[src/rtl/cpu_pkg.sv]
// Shared types and constants for the instruction-sequencing controller:
// the FSM state enum, opcodes, ALU select codes and instruction field positions.
package cpu_pkg;

   localparam int unsigned PC_W = 7;   // program counter / instruction address width
   localparam int unsigned IW   = 16;  // instruction width

   // Instruction field MSB positions; each field is taken with [MSB -: width]
   localparam int unsigned FLD_OP      = 15;  // opcode, 4 bits
   localparam int unsigned FLD_RA      = 11;  // rA for STORE/ADD/SUB, 4 bits
   localparam int unsigned FLD_RB      = 7;   // rB for ADD/SUB, 4 bits
   localparam int unsigned FLD_RQ      = 3;   // rQ for ADD/SUB, 4 bits
   localparam int unsigned FLD_LD_ADDR = 11;  // LOAD address, 8 bits
   localparam int unsigned FLD_LD_RA   = 3;   // LOAD destination, 4 bits
   localparam int unsigned FLD_ST_ADDR = 7;   // STORE address, 8 bits

   localparam int unsigned OP_W   = 4;
   localparam int unsigned REG_W  = 4;
   localparam int unsigned DADR_W = 8;
   localparam int unsigned ALU_W  = 3;

   localparam logic [OP_W-1:0] OP_NOOP  = 4'b0000;
   localparam logic [OP_W-1:0] OP_STORE = 4'b0001;
   localparam logic [OP_W-1:0] OP_LOAD  = 4'b0010;
   localparam logic [OP_W-1:0] OP_ADD   = 4'b0011;
   localparam logic [OP_W-1:0] OP_SUB   = 4'b0100;
   localparam logic [OP_W-1:0] OP_HALT  = 4'b0101;

   localparam logic [ALU_W-1:0] ALU_ZERO = 3'b000;
   localparam logic [ALU_W-1:0] ALU_ADD  = 3'b001;
   localparam logic [ALU_W-1:0] ALU_SUB  = 3'b010;

   typedef enum logic [3:0] {
      S_INIT   = 4'd0,
      S_FETCH  = 4'd1,
      S_DECODE = 4'd2,
      S_LOAD_A = 4'd3,
      S_LOAD_B = 4'd4,
      S_STORE  = 4'd5,
      S_ADD    = 4'd6,
      S_SUB    = 4'd7,
      S_HALT   = 4'd8
   } state_t;

   // Opcode field of an instruction word
   function automatic logic [OP_W-1:0] opcode(input logic [IW-1:0] instr);
      return instr[FLD_OP -: OP_W];
   endfunction

endpackage

[src/rtl/control_unit_if.sv]
// Bus between the controller, the instruction ROM and the datapath.
//   master : controller side (drives ROM address/read and datapath controls)
//   slave  : ROM/datapath side (returns IM_data)
interface control_unit_if;
   import cpu_pkg::*;

   logic [PC_W-1:0]   PC_addr;
   logic              IM_rd;
   logic [IW-1:0]     IM_data;
   logic [DADR_W-1:0] D_Addr;
   logic              D_wr;
   logic              RF_s;
   logic [REG_W-1:0]  RF_W_addr;
   logic              RF_W_en;
   logic [REG_W-1:0]  RF_Ra_addr;
   logic [REG_W-1:0]  RF_Rb_addr;
   logic [ALU_W-1:0]  Alu_s0;
   logic [3:0]        state_out;

   modport master (
      output PC_addr, IM_rd, D_Addr, D_wr, RF_s, RF_W_addr, RF_W_en,
             RF_Ra_addr, RF_Rb_addr, Alu_s0, state_out,
      input  IM_data
   );

   modport slave (
      input  PC_addr, IM_rd, D_Addr, D_wr, RF_s, RF_W_addr, RF_W_en,
             RF_Ra_addr, RF_Rb_addr, Alu_s0, state_out,
      output IM_data
   );

endinterface

[src/rtl/pc_ir.sv]
// Program counter and instruction register.
//   clk, reset : clock, asynchronous active-high reset (PC=0, IR=0)
//   i_pc_clr   : load PC with zero
//   i_pc_inc   : increment PC (wraps at 2^PC_W)
//   i_ir_ld    : load IR from i_ir_d
//   o_pc, o_ir : current PC and IR
module pc_ir
   import cpu_pkg::*;
(
   input  logic            clk,
   input  logic            reset,
   input  logic            i_pc_clr,
   input  logic            i_pc_inc,
   input  logic            i_ir_ld,
   input  logic [IW-1:0]   i_ir_d,
   output logic [PC_W-1:0] o_pc,
   output logic [IW-1:0]   o_ir
);

   logic [PC_W-1:0] r_pc;
   logic [IW-1:0]   r_ir;

   // PC: clear has priority over increment; natural wrap at the top
   always_ff @(posedge clk or posedge reset) begin
      if (reset) begin
         r_pc <= '0;
      end else if (i_pc_clr) begin
         r_pc <= '0;
      end else if (i_pc_inc) begin
         r_pc <= r_pc + PC_W'(1);
      end
   end

   always_ff @(posedge clk or posedge reset) begin
      if (reset) begin
         r_ir <= '0;
      end else if (i_ir_ld) begin
         r_ir <= i_ir_d;
      end
   end

   assign o_pc = r_pc;
   assign o_ir = r_ir;

endmodule

[src/rtl/control_unit.sv]
// Fetch/decode/execute sequencer driving the datapath control inputs.
//   clk, reset : clock, asynchronous active-high reset
//   bus        : master side of control_unit_if
//                (PC_addr/IM_rd to ROM, IM_data from ROM, datapath controls,
//                 state_out debug code)
// Controls are Moore outputs decoded from the state and IR registers, so an
// asynchronous reset clears them immediately.
module control_unit
   import cpu_pkg::*;
(
   input  logic          clk,
   input  logic          reset,
   control_unit_if.master bus
);

   state_t          r_state;
   logic [PC_W-1:0] w_pc;
   logic [IW-1:0]   w_ir;
   logic [OP_W-1:0] w_im_op;
   logic            w_pc_clr;
   logic            w_pc_inc;
   logic            w_ir_ld;
   logic            w_unused_ir_op;

   assign w_pc_clr = (r_state == S_INIT);
   assign w_pc_inc = (r_state == S_FETCH);
   assign w_ir_ld  = (r_state == S_DECODE);

   // Decode reads the ROM word directly; IR only becomes valid after this edge
   assign w_im_op = opcode(bus.IM_data);

   // IR opcode bits are not needed once the state encodes the instruction
   assign w_unused_ir_op = ^w_ir[FLD_OP -: OP_W];

   pc_ir u_pc_ir (
      .clk      (clk),
      .reset    (reset),
      .i_pc_clr (w_pc_clr),
      .i_pc_inc (w_pc_inc),
      .i_ir_ld  (w_ir_ld),
      .i_ir_d   (bus.IM_data),
      .o_pc     (w_pc),
      .o_ir     (w_ir)
   );

   // State register with next-state selection
   always_ff @(posedge clk or posedge reset) begin
      if (reset) begin
         r_state <= S_INIT;
      end else begin
         case (r_state)
            S_INIT:   r_state <= S_FETCH;
            S_FETCH:  r_state <= S_DECODE;
            S_DECODE: begin
               case (w_im_op)
                  OP_NOOP:  r_state <= S_FETCH;
                  OP_LOAD:  r_state <= S_LOAD_A;
                  OP_STORE: r_state <= S_STORE;
                  OP_ADD:   r_state <= S_ADD;
                  OP_SUB:   r_state <= S_SUB;
                  OP_HALT:  r_state <= S_HALT;
                  default:  r_state <= S_FETCH;  // illegal opcodes act as NOOP
               endcase
            end
            S_LOAD_A: r_state <= S_LOAD_B;
            S_LOAD_B: r_state <= S_FETCH;
            S_STORE:  r_state <= S_FETCH;
            S_ADD:    r_state <= S_FETCH;
            S_SUB:    r_state <= S_FETCH;
            S_HALT:   r_state <= S_HALT;
            default:  r_state <= S_INIT;
         endcase
      end
   end

   // Moore output decode
   always_comb begin
      bus.PC_addr    = '0;
      bus.IM_rd      = 1'b0;
      bus.D_Addr     = '0;
      bus.D_wr       = 1'b0;
      bus.RF_s       = 1'b0;
      bus.RF_W_addr  = '0;
      bus.RF_W_en    = 1'b0;
      bus.RF_Ra_addr = '0;
      bus.RF_Rb_addr = '0;
      bus.Alu_s0     = ALU_ZERO;
      case (r_state)
         S_FETCH: begin
            bus.PC_addr = w_pc;
            bus.IM_rd   = 1'b1;
         end
         S_LOAD_A: begin
            // Address held one cycle ahead to cover the data-memory read latency
            bus.D_Addr = w_ir[FLD_LD_ADDR -: DADR_W];
            bus.RF_s   = 1'b1;
         end
         S_LOAD_B: begin
            bus.D_Addr    = w_ir[FLD_LD_ADDR -: DADR_W];
            bus.RF_s      = 1'b1;
            bus.RF_W_addr = w_ir[FLD_LD_RA -: REG_W];
            bus.RF_W_en   = 1'b1;
         end
         S_STORE: begin
            bus.D_Addr     = w_ir[FLD_ST_ADDR -: DADR_W];
            bus.RF_Ra_addr = w_ir[FLD_RA -: REG_W];
            bus.D_wr       = 1'b1;
         end
         S_ADD, S_SUB: begin
            bus.RF_Ra_addr = w_ir[FLD_RA -: REG_W];
            bus.RF_Rb_addr = w_ir[FLD_RB -: REG_W];
            bus.RF_W_addr  = w_ir[FLD_RQ -: REG_W];
            bus.RF_W_en    = 1'b1;
            bus.Alu_s0     = (r_state == S_ADD) ? ALU_ADD : ALU_SUB;
         end
         default: begin
         end
      endcase
   end

   assign bus.state_out = r_state;

endmodule

[src/flat_wrapper.sv]
// flat-port wrapper written by rule: the top's interface ports become plain ports
module control_unit_flat import cpu_pkg::*;
  (clk, reset, bus_PC_addr, bus_IM_rd, bus_D_Addr, bus_D_wr, bus_RF_s, bus_RF_W_addr, bus_RF_W_en, bus_RF_Ra_addr, bus_RF_Rb_addr, bus_Alu_s0, bus_state_out, bus_IM_data);
  control_unit_if bus_i ();
  input  logic clk;
  input  logic reset;
  output wire logic [$bits(bus_i.PC_addr)-1:0] bus_PC_addr;
  output wire logic [$bits(bus_i.IM_rd)-1:0] bus_IM_rd;
  output wire logic [$bits(bus_i.D_Addr)-1:0] bus_D_Addr;
  output wire logic [$bits(bus_i.D_wr)-1:0] bus_D_wr;
  output wire logic [$bits(bus_i.RF_s)-1:0] bus_RF_s;
  output wire logic [$bits(bus_i.RF_W_addr)-1:0] bus_RF_W_addr;
  output wire logic [$bits(bus_i.RF_W_en)-1:0] bus_RF_W_en;
  output wire logic [$bits(bus_i.RF_Ra_addr)-1:0] bus_RF_Ra_addr;
  output wire logic [$bits(bus_i.RF_Rb_addr)-1:0] bus_RF_Rb_addr;
  output wire logic [$bits(bus_i.Alu_s0)-1:0] bus_Alu_s0;
  output wire logic [$bits(bus_i.state_out)-1:0] bus_state_out;
  input wire logic [$bits(bus_i.IM_data)-1:0] bus_IM_data;
  assign bus_PC_addr = bus_i.PC_addr;
  assign bus_IM_rd = bus_i.IM_rd;
  assign bus_D_Addr = bus_i.D_Addr;
  assign bus_D_wr = bus_i.D_wr;
  assign bus_RF_s = bus_i.RF_s;
  assign bus_RF_W_addr = bus_i.RF_W_addr;
  assign bus_RF_W_en = bus_i.RF_W_en;
  assign bus_RF_Ra_addr = bus_i.RF_Ra_addr;
  assign bus_RF_Rb_addr = bus_i.RF_Rb_addr;
  assign bus_Alu_s0 = bus_i.Alu_s0;
  assign bus_state_out = bus_i.state_out;
  assign bus_i.IM_data = bus_IM_data;
  control_unit u_core (.clk(clk), .reset(reset), .bus(bus_i));
endmodule
[config.mk]
export PLATFORM = sky130hd
export DESIGN_NAME = control_unit_flat
export DESIGN_NICKNAME = d
export VERILOG_FILES = /design/src/rtl/cpu_pkg.sv /design/src/rtl/control_unit_if.sv /design/src/rtl/pc_ir.sv /design/src/rtl/control_unit.sv /design/src/flat_wrapper.sv
export SDC_FILE = /design/constraint.sdc
export NUM_CORES = 1
export LEC_CHECK = 0
export ABC_CLOCK_PERIOD_IN_PS = 3950
export CORE_ASPECT_RATIO = 1.2
export CORE_MARGIN = 2
export CORE_UTILIZATION = 45
export CTS_BUF_LIST = sky130_fd_sc_hd__clkbuf_16
export DETAILED_ROUTE_END_ITERATION = 12
export GPL_TIMING_DRIVEN = 0
export PLACE_DENSITY_LB_ADDON = 0.08
export SLEW_MARGIN = 20
export SYNTH_ARGS = -nofsm -noshare
export SYNTH_HDL_FRONTEND = slang
export SYNTH_SLANG_ARGS = --single-unit
[constraint.sdc]
create_clock -name clk -period 3.95 [get_ports clk]
set_clock_uncertainty 0.05 [all_clocks]
set_input_delay 0.395 -clock clk [delete_from_list [all_inputs] [get_ports clk]]
set_output_delay 0.395 -clock clk [all_outputs]
set_load 0.1 [all_outputs]
## After elaboration in Yosys (flattened, before gate mapping)

Cells that the tools add are included.

- Add/subtract/negate cells: 1
- Equal/unequal tests: 13
- Multiplexer cells: 15
- Reduce and logical (&&, ||, !) cells: 7

Operators by type and width:

| operator | count |
|---|---|
| $pmux W4 S5 | 2 |
| $eq A4 B3 Y1 const B | 6 |
| $mux W7 | 3 |
| $eq A4 B2 Y1 const B | 4 |
| $pmux W8 S2 | 1 |
| $mux W4 | 3 |
| $eq A4 B1 Y1 const B | 2 |
| $add A7 B1 Y7 const B | 1 |
| $reduce_or A3 Y1 | 2 |
| $reduce_or A5 Y1 | 1 |
| $eq A4 B4 Y1 const B | 1 |
| $logic_not A4 Y1 | 1 |
| $mux W1 | 4 |
| $reduce_or A2 Y1 | 2 |
| $mux W3 | 1 |
| $mux W2 | 1 |
| $reduce_bool A2 Y1 | 1 |

- Flip-flop bits (word level): 23
- Output and inout port bits: 38
- Word-level logic and storage cells: 39

## Depth between registers and ports, before layout

Gate-level depths: netlist of the first run.

- Word-level depth: 3
- Depth in mapped cells: 6
- Mapped depth without buffers: 4

## By module

From an unflattened synthesis of the first run, not the netlist that was laid out.

- Cells, all modules: 134
- Area total of the unflattened synthesis: 1473.9 um^2

By module, submodules not included:

| module | instances | cells each | area an instance (um^2) |
|---|---|---|---|
| pc_ir | 1 | 64 | 902.1 |
| control_unit | 1 | 70 | 571.8 |

## Least setup slack after synthesis of the first run

OpenSTA, ideal clock, no wires.

- Path type: flip-flop to output port
- Start: register u_core.r_state[0] (netlist: u_core.bus.state_out[0])
- End: output bus_D_Addr[0]
- Arrival time: 4.804 ns
- Required time: 3.505 ns
- Slack: -1.299 ns
- Stages on the path, launching flop included: 5
- Path buffers: 1
- Cell sequence: dfrtp_1 buf_2 inv_1 nor3_1 a22o_1

- Longest elaborated chain between the ends: 3
- Elaborated cells between the ends (all ways): 5
- Those cells by class: eq/ne (3); mux (1); reduce/logical (1)

Ends and longest elaborated chain:

| what | line | source |
|---|---|---|
| start: declaration | control_unit.sv:16 | `state_t r_state;` |
| start signal: assignment | control_unit.sv:49 | `r_state <= S_INIT;` |
| start signal: assignment | control_unit.sv:52 | `S_INIT: r_state <= S_FETCH;` |
| start signal: assignment | control_unit.sv:53 | `S_FETCH: r_state <= S_DECODE;` |
| $eq A4 B2 Y1 / $eq A4 B3 Y1 (equally long branches) | control_unit.sv:88 | `case (r_state)` |
| $reduce_or A2 Y1 (no source line) | -- |  |
| $pmux W8 S2 (*) | control_unit.sv:88 |  |
| end: declaration | flat_wrapper.sv:9 | `output wire logic [$bits(bus_i.D_Addr)-1:0] bus_D_Addr;` |

Mark *: on every way between the ends. The rest lies on a longest branch, timed or not.

## Worst setup path after layout of the first run

- Start: register u_core.r_state[0] (netlist: u_core.bus.state_out[0])
- End: output bus_D_Addr[1]

Same word-level chain as after synthesis.

==> flow_metrics.tcl, run 1 <==
set metrics [dict create \
    outcome "complete, no violations" \
    antennaDiodeCount 0 \
    fin_area_mm2 0.00200 \
    cts_tree "yes" \
    cts_made_buffers 3 \
    grt-busiest-layer "met2" \
    gr-usage-met3_pct 5.69 \
    fillers 218 \
    drt_pre_antenna_iters 4 \
    post-cts-setup-buffers 0 \
    initial_core_util_pct 47.3 \
    clock-sinks 23 \
    finalSetupViolCount 0 \
    drt_iter0_drc 14 \
    synthTopCellsByArea "dfrtp_1, mux2_2, and2_1, a22o_1, inv_1" \
    slew_violations 0 \
    grt_pass1_vias 1233 \
    cts_hold_buf 0 \
    ys_ff_latch 23 \
    clk-insertion-delay-late_ns 0.26 \
    grt_pass1_wl_mm 5.50 \
    tightest_slew_ns 0.991 \
    fin_setup_tns_ns 0 \
    crit_path_start_kind "register" \
    hold_path_class "register to register" \
    synth-async-reset-ratio_pct 100 \
    cp.required_ns 3.50 \
    max_cap_violations 0 \
    wl_per_cell_um 14.7 \
    cts.htree.levels 1 \
    cp_max_fo 10 \
    yosysTopAreaCell "dfrtp_1" \
    die_h_um 63.2 \
    final_cell_mix "clkdlybuf4s50_1, dfrtp_1, and2_1" \
    finalNetCount 209 \
    antenna_found_initial 0 \
    clock_tree.root_cell "clkbuf_16" \
    fp.dieArea_mm2 0.00338 \
    post_cts_resized 0 \
    drc 0 \
    syn_nets 150 \
    use_met1_pct 25.2 \
    gp_congestion 0.709 \
    met2_usage_pct 36.7 \
    arrival_ns 3.04 \
    worst_slew_margin_rel_pct 33.7 \
    cp-end-kind "output pin" \
    numPortBuffers 54 \
    rsz0062_at_grt "false" \
    layout_min_cycle_time_ns 3.49 \
    gr-usage-all-layers_pct 21.9 \
    seq_area_frac_synth_pct 43.7 \
    die_x_um 53.4 \
    clk_pin_slew_ns 0.06 \
    avgSynthCellArea_um2 10.0 \
    ys.flop_type "dfrtp_1" \
    placedInstanceArea_mm2 0.00192 \
    io-pin-count 56 \
    drt-total-wl_mm 3.29 \
    synth_cell_types 35 \
    clock_path_buffers 2 \
    synth.top_cell.area_share_pct 43.7 \
    syn2layout_area_growth_pct 51.9 \
    grt_overflow 0 \
    rows 21 \
    synth_edf_count 0 \
    post-route-period-util_pct 88.3 \
    vias_per_cell 5.24 \
    ant_nets 0 \
    final-hold-violation-count 0 \
    grt_max_degree 24 \
    max_freq_mhz 287 \
    critical_path_class "register to output pin" \
    synthCells 131 \
    mostFrequentLayoutCell "clkdlybuf4s50_1" \
    drive_gt1_share_pct 15.3 \
    place_hpwl_mm 2.44 \
    syn_area_mm2 0.00132 \
    core_area_mm2 0.00279 \
    vias 1168 \
    yosys_warnings 0 \
]
final timing paths:
path	startpoint	endpoint	slack [ns]	cells after the start
max	u_core.bus.state_out[0]	bus_D_Addr[1]	0.46	5
min	u_core.u_pc_ir.o_pc[5]	u_core.u_pc_ir.o_pc[5]	0.42	1
max reg2reg	u_core.bus.state_out[0]	u_core.u_pc_ir.o_ir[0]	2.00	4
min reg2reg	u_core.u_pc_ir.o_pc[5]	u_core.u_pc_ir.o_pc[5]	0.42	1
max in group asynchronous	reset	u_core.u_pc_ir.o_pc[2]	2.74	2
min in group asynchronous	reset	u_core.u_pc_ir.o_pc[0]	0.57	2
stage by stage:
step / std cells / utilization (%) / setup slack (ns) / hold slack, ns
3_3_place_gp: 219 / 69.0 / 0.771 / 0.418
4_1_cts: 223 / 71.8 / 0.466 / 0.426
5_1_grt: 223 / 71.8 / 0.334 / 0.472
2_1_floorplan: 131 / - / -0.213 / 0.347
3_5_place_dp: 219 / 69.0 / 0.760 / 0.419
6_report: 223 / 71.8 / 0.461 / 0.421
flip-flops by register name, indices dropped and copies added (netlist names):
signal,flops
u_core.bus.state_out,4
u_core.u_pc_ir.o_pc,7
u_core.u_pc_ir.o_ir,12
routing by layer:
metal  share of wire, %  vias to the layer above
met4                2.6                        0
met5                  0                        -
met2                 50                       46
li1                   -                      576
met3                7.4                        7
met1                 40                      539
cell usage after synthesis (3+ instances only):
cell     count
a21oi_1      7
a22o_1       8
and2_1      17
buf_2        4
dfrtp_1     23
inv_1       10
mux2_2      11
nand2_1      6
nor2_1       3
nor4_1       3
o21ai_0      5
or3_1        3
or4_1        3
worst max-delay path, cell delays in order, from the launching register on:
cell and delay, ns:
dfrtp_1 0.38, buf_2 0.19, or3b_2 0.47, a21oi_2 0.38, a22o_1 0.23, clkdlybuf4s50_1 1.15
area by class of cell:
class / count / area (µm²) / area share [%]
multi-input cells: 91 / 682 / 34.1
plain buffers: 7 / 42.5 / 2.13
clock inverters: 1 / 3.75 / 0.188
repair buffers: 54 / 541 / 27.0
inverters: 10 / 37.5 / 1.88
clock buffers: 3 / 75.1 / 3.75
flip-flops and latches: 23 / 576 / 28.8
well taps: 34 / 42.5 / 2.13
cells by family after synthesis:
logic type | share of synthesized area (%)
compound gates | 12.4
flops | 43.7
mux | 11.8
xor+xnor | 1.33
other cells | 0.285
buf+inv | 6.08
fa+ha+maj | 0.950
simple gates | 23.5
Power of run 1 is left out: the tool's default activity adds up to more than one toggle a clock period on the data nets, which glitch-free logic cannot reach.
==> inputs of run 2 (changes only) <==
ABC_CLOCK_PERIOD_IN_PS = 4100   (was 3950)
CORE_ASPECT_RATIO = default   (was 1.2)
clock period = 4.1 ns   (was 3.95 ns; I/O delays follow)
==> run 2 against run 1 <==
Wire length increased by 1.3%. Core utilization rose by 0.58 points. Via count grew 2.1%. Cell count down 1.3%. Die area hardly changed. Final area down 0.19%. Hold slack better by 0.011 ns. Critical path depth is the same. Highest routed layer unchanged.
==> flow_metrics.tcl, run 2 (synthesis gave the netlist of run 1 again) <==
set metrics [dict create \
    post_cts_resized 0 \
    reg2reg_slack_ns 2.19 \
    cts_made_buffers 3 \
    r2r_start "u_core.bus.state_out[1]" \
    crit_start "u_core.bus.state_out[0]" \
    max_freq_mhz 283 \
    critical_path.max_stage_delay_ns 1.14 \
    io-pin-count 56 \
    cts_hold_buf 0 \
    grt_max_degree 24 \
    clock-sinks 23 \
    rows 19 \
    crit_slowest_cell "clkdlybuf4s50_1" \
    wl_per_cell_um 15.1 \
    vias_per_cell 5.42 \
    antennaDiodeCount 0 \
    finalSetupViolCount 0 \
    drc 0 \
    hold_path_class "register to register" \
    drt_iter0_drc 25 \
    outcome "complete, no violations" \
    fillers 209 \
    worst_slew_margin_rel_pct 33.6 \
    cp-end-kind "output pin" \
    gr-usage-all-layers_pct 21.2 \
    fin_setup_tns_ns 0 \
    rsz0062_at_grt "false" \
    vias 1193 \
    numPortBuffers 54 \
    crit_path_cell_trace "buf_2 -> or3b_2 -> a21oi_2 -> a22o_1 -> clkdlybuf4s50_1" \
    critical_path_class "register to output pin" \
    die_h_um 58.1 \
    post-route-period-util_pct 86.1 \
    ant_nets 0 \
    fp.dieArea_mm2 0.00337 \
    grt_pass1_vias 1200 \
    clk-insertion-delay-late_ns 0.25 \
    drt-total-wl_mm 3.33 \
    slew_violations 0 \
    cp.required_ns 3.64 \
    tightest_slew_ns 0.993 \
    core_area_mm2 0.00276 \
    cp_max_fo 10 \
    initial_core_util_pct 47.7 \
    drt_pre_antenna_iters 4 \
    endpoint "bus_D_Addr[4]" \
    reg2reg_depth 4 \
    cts.htree.levels 1 \
    clock_tree.root_cell "clkbuf_16" \
    clock_path_buffers 2 \
    cts_tree "yes" \
    final-hold-violation-count 0 \
    largest_reg_flops 12 \
    die_x_um 58.1 \
    mostFrequentLayoutCell "clkdlybuf4s50_1" \
    arrival_ns 3.07 \
    r2r_end "u_core.u_pc_ir.o_pc[5]" \
    antenna_found_initial 0 \
    finalNetCount 209 \
    clk_pin_slew_ns 0.06 \
    layout_min_cycle_time_ns 3.53 \
    crit_path_start_kind "register" \
    gp_congestion 0.799 \
    syn2layout_area_growth_pct 51.6 \
    max_cap_violations 0 \
    grt_overflow 0 \
    hold_ws_ns 0.432 \
    post-cts-setup-buffers 0 \
    final_cell_mix "clkdlybuf4s50_1, dfrtp_1, and2_1" \
    place_hpwl_mm 2.49 \
    drive_gt1_share_pct 15.3 \
    grt_pass1_wl_mm 5.48 \
]
## run 2: cell counts in the layout (fill, tap and decap cells not counted)
Identical to the previous run, type by type.
## run 2: per-stage QoR
stage | setup WS [ns] | std cells | area, µm² | util (%)
3_3_place_gp | 0.890 | 216 | 1920 | 69.5
4_1_cts | 0.583 | 220 | 2000 | 72.4
3_5_place_dp | 0.858 | 216 | 1920 | 69.5
2_1_floorplan | -0.0779 | 131 | 1340 | -
6_report | 0.570 | 220 | 2000 | 72.4
5_1_grt | 0.468 | 220 | 2000 | 72.4
## run 2: worst max-delay path, delay by kind of cell (launching register included)
family          cells  cell delay [ns]
buf+inv             2             1.33
compound gates      2             0.64
simple gates        1             0.47
flops               1             0.37
## run 2: worst min-delay path by stage
| stage | from | end | slack [ns] | depth (start not counted) |
|---|---|---|---|---|
| after floorplan | reset | u_core.bus.state_out[0] | 0.36 | 1 |
| after global placement | u_core.u_pc_ir.o_pc[5] | u_core.u_pc_ir.o_pc[5] | 0.42 | 1 |
| after detailed placement | u_core.u_pc_ir.o_pc[6] | u_core.u_pc_ir.o_pc[6] | 0.43 | 1 |
| after CTS | u_core.u_pc_ir.o_pc[6] | u_core.u_pc_ir.o_pc[6] | 0.43 | 1 |
| after global routing | u_core.u_pc_ir.o_pc[6] | u_core.u_pc_ir.o_pc[6] | 0.44 | 1 |
| final | u_core.u_pc_ir.o_pc[5] | u_core.u_pc_ir.o_pc[5] | 0.43 | 1 |
## run 2: metal layers
metal | wire length (µm) | global-route usage, %
met1 | 1330 | 25.0
met2 | 1730 | 37.2
met3 | 236 | 6.92
met4 | 34 | 4.98
met5 | 0 | 0
## run 2: layout make-up
cell class	instances	area, µm²	area share, %
inverters	10	37.5	1.88
well taps	31	38.8	1.94
flip-flops and latches	23	576	28.8
repair buffers	54	541	27.1
clock buffers	3	75.1	3.76
multi-input cells	91	682	34.2
plain buffers	7	42.5	2.13
clock inverters	1	3.75	0.188
Power of run 2 is left out for the same reason.
==> inputs of run 3 (changes only) <==
SETUP_SLACK_MARGIN = 0.05   (was default)
==> results of run 3 <==
No change in the layout: final DEF, timing and power equal those of run 2.
Power of run 3 is left out for the same reason.
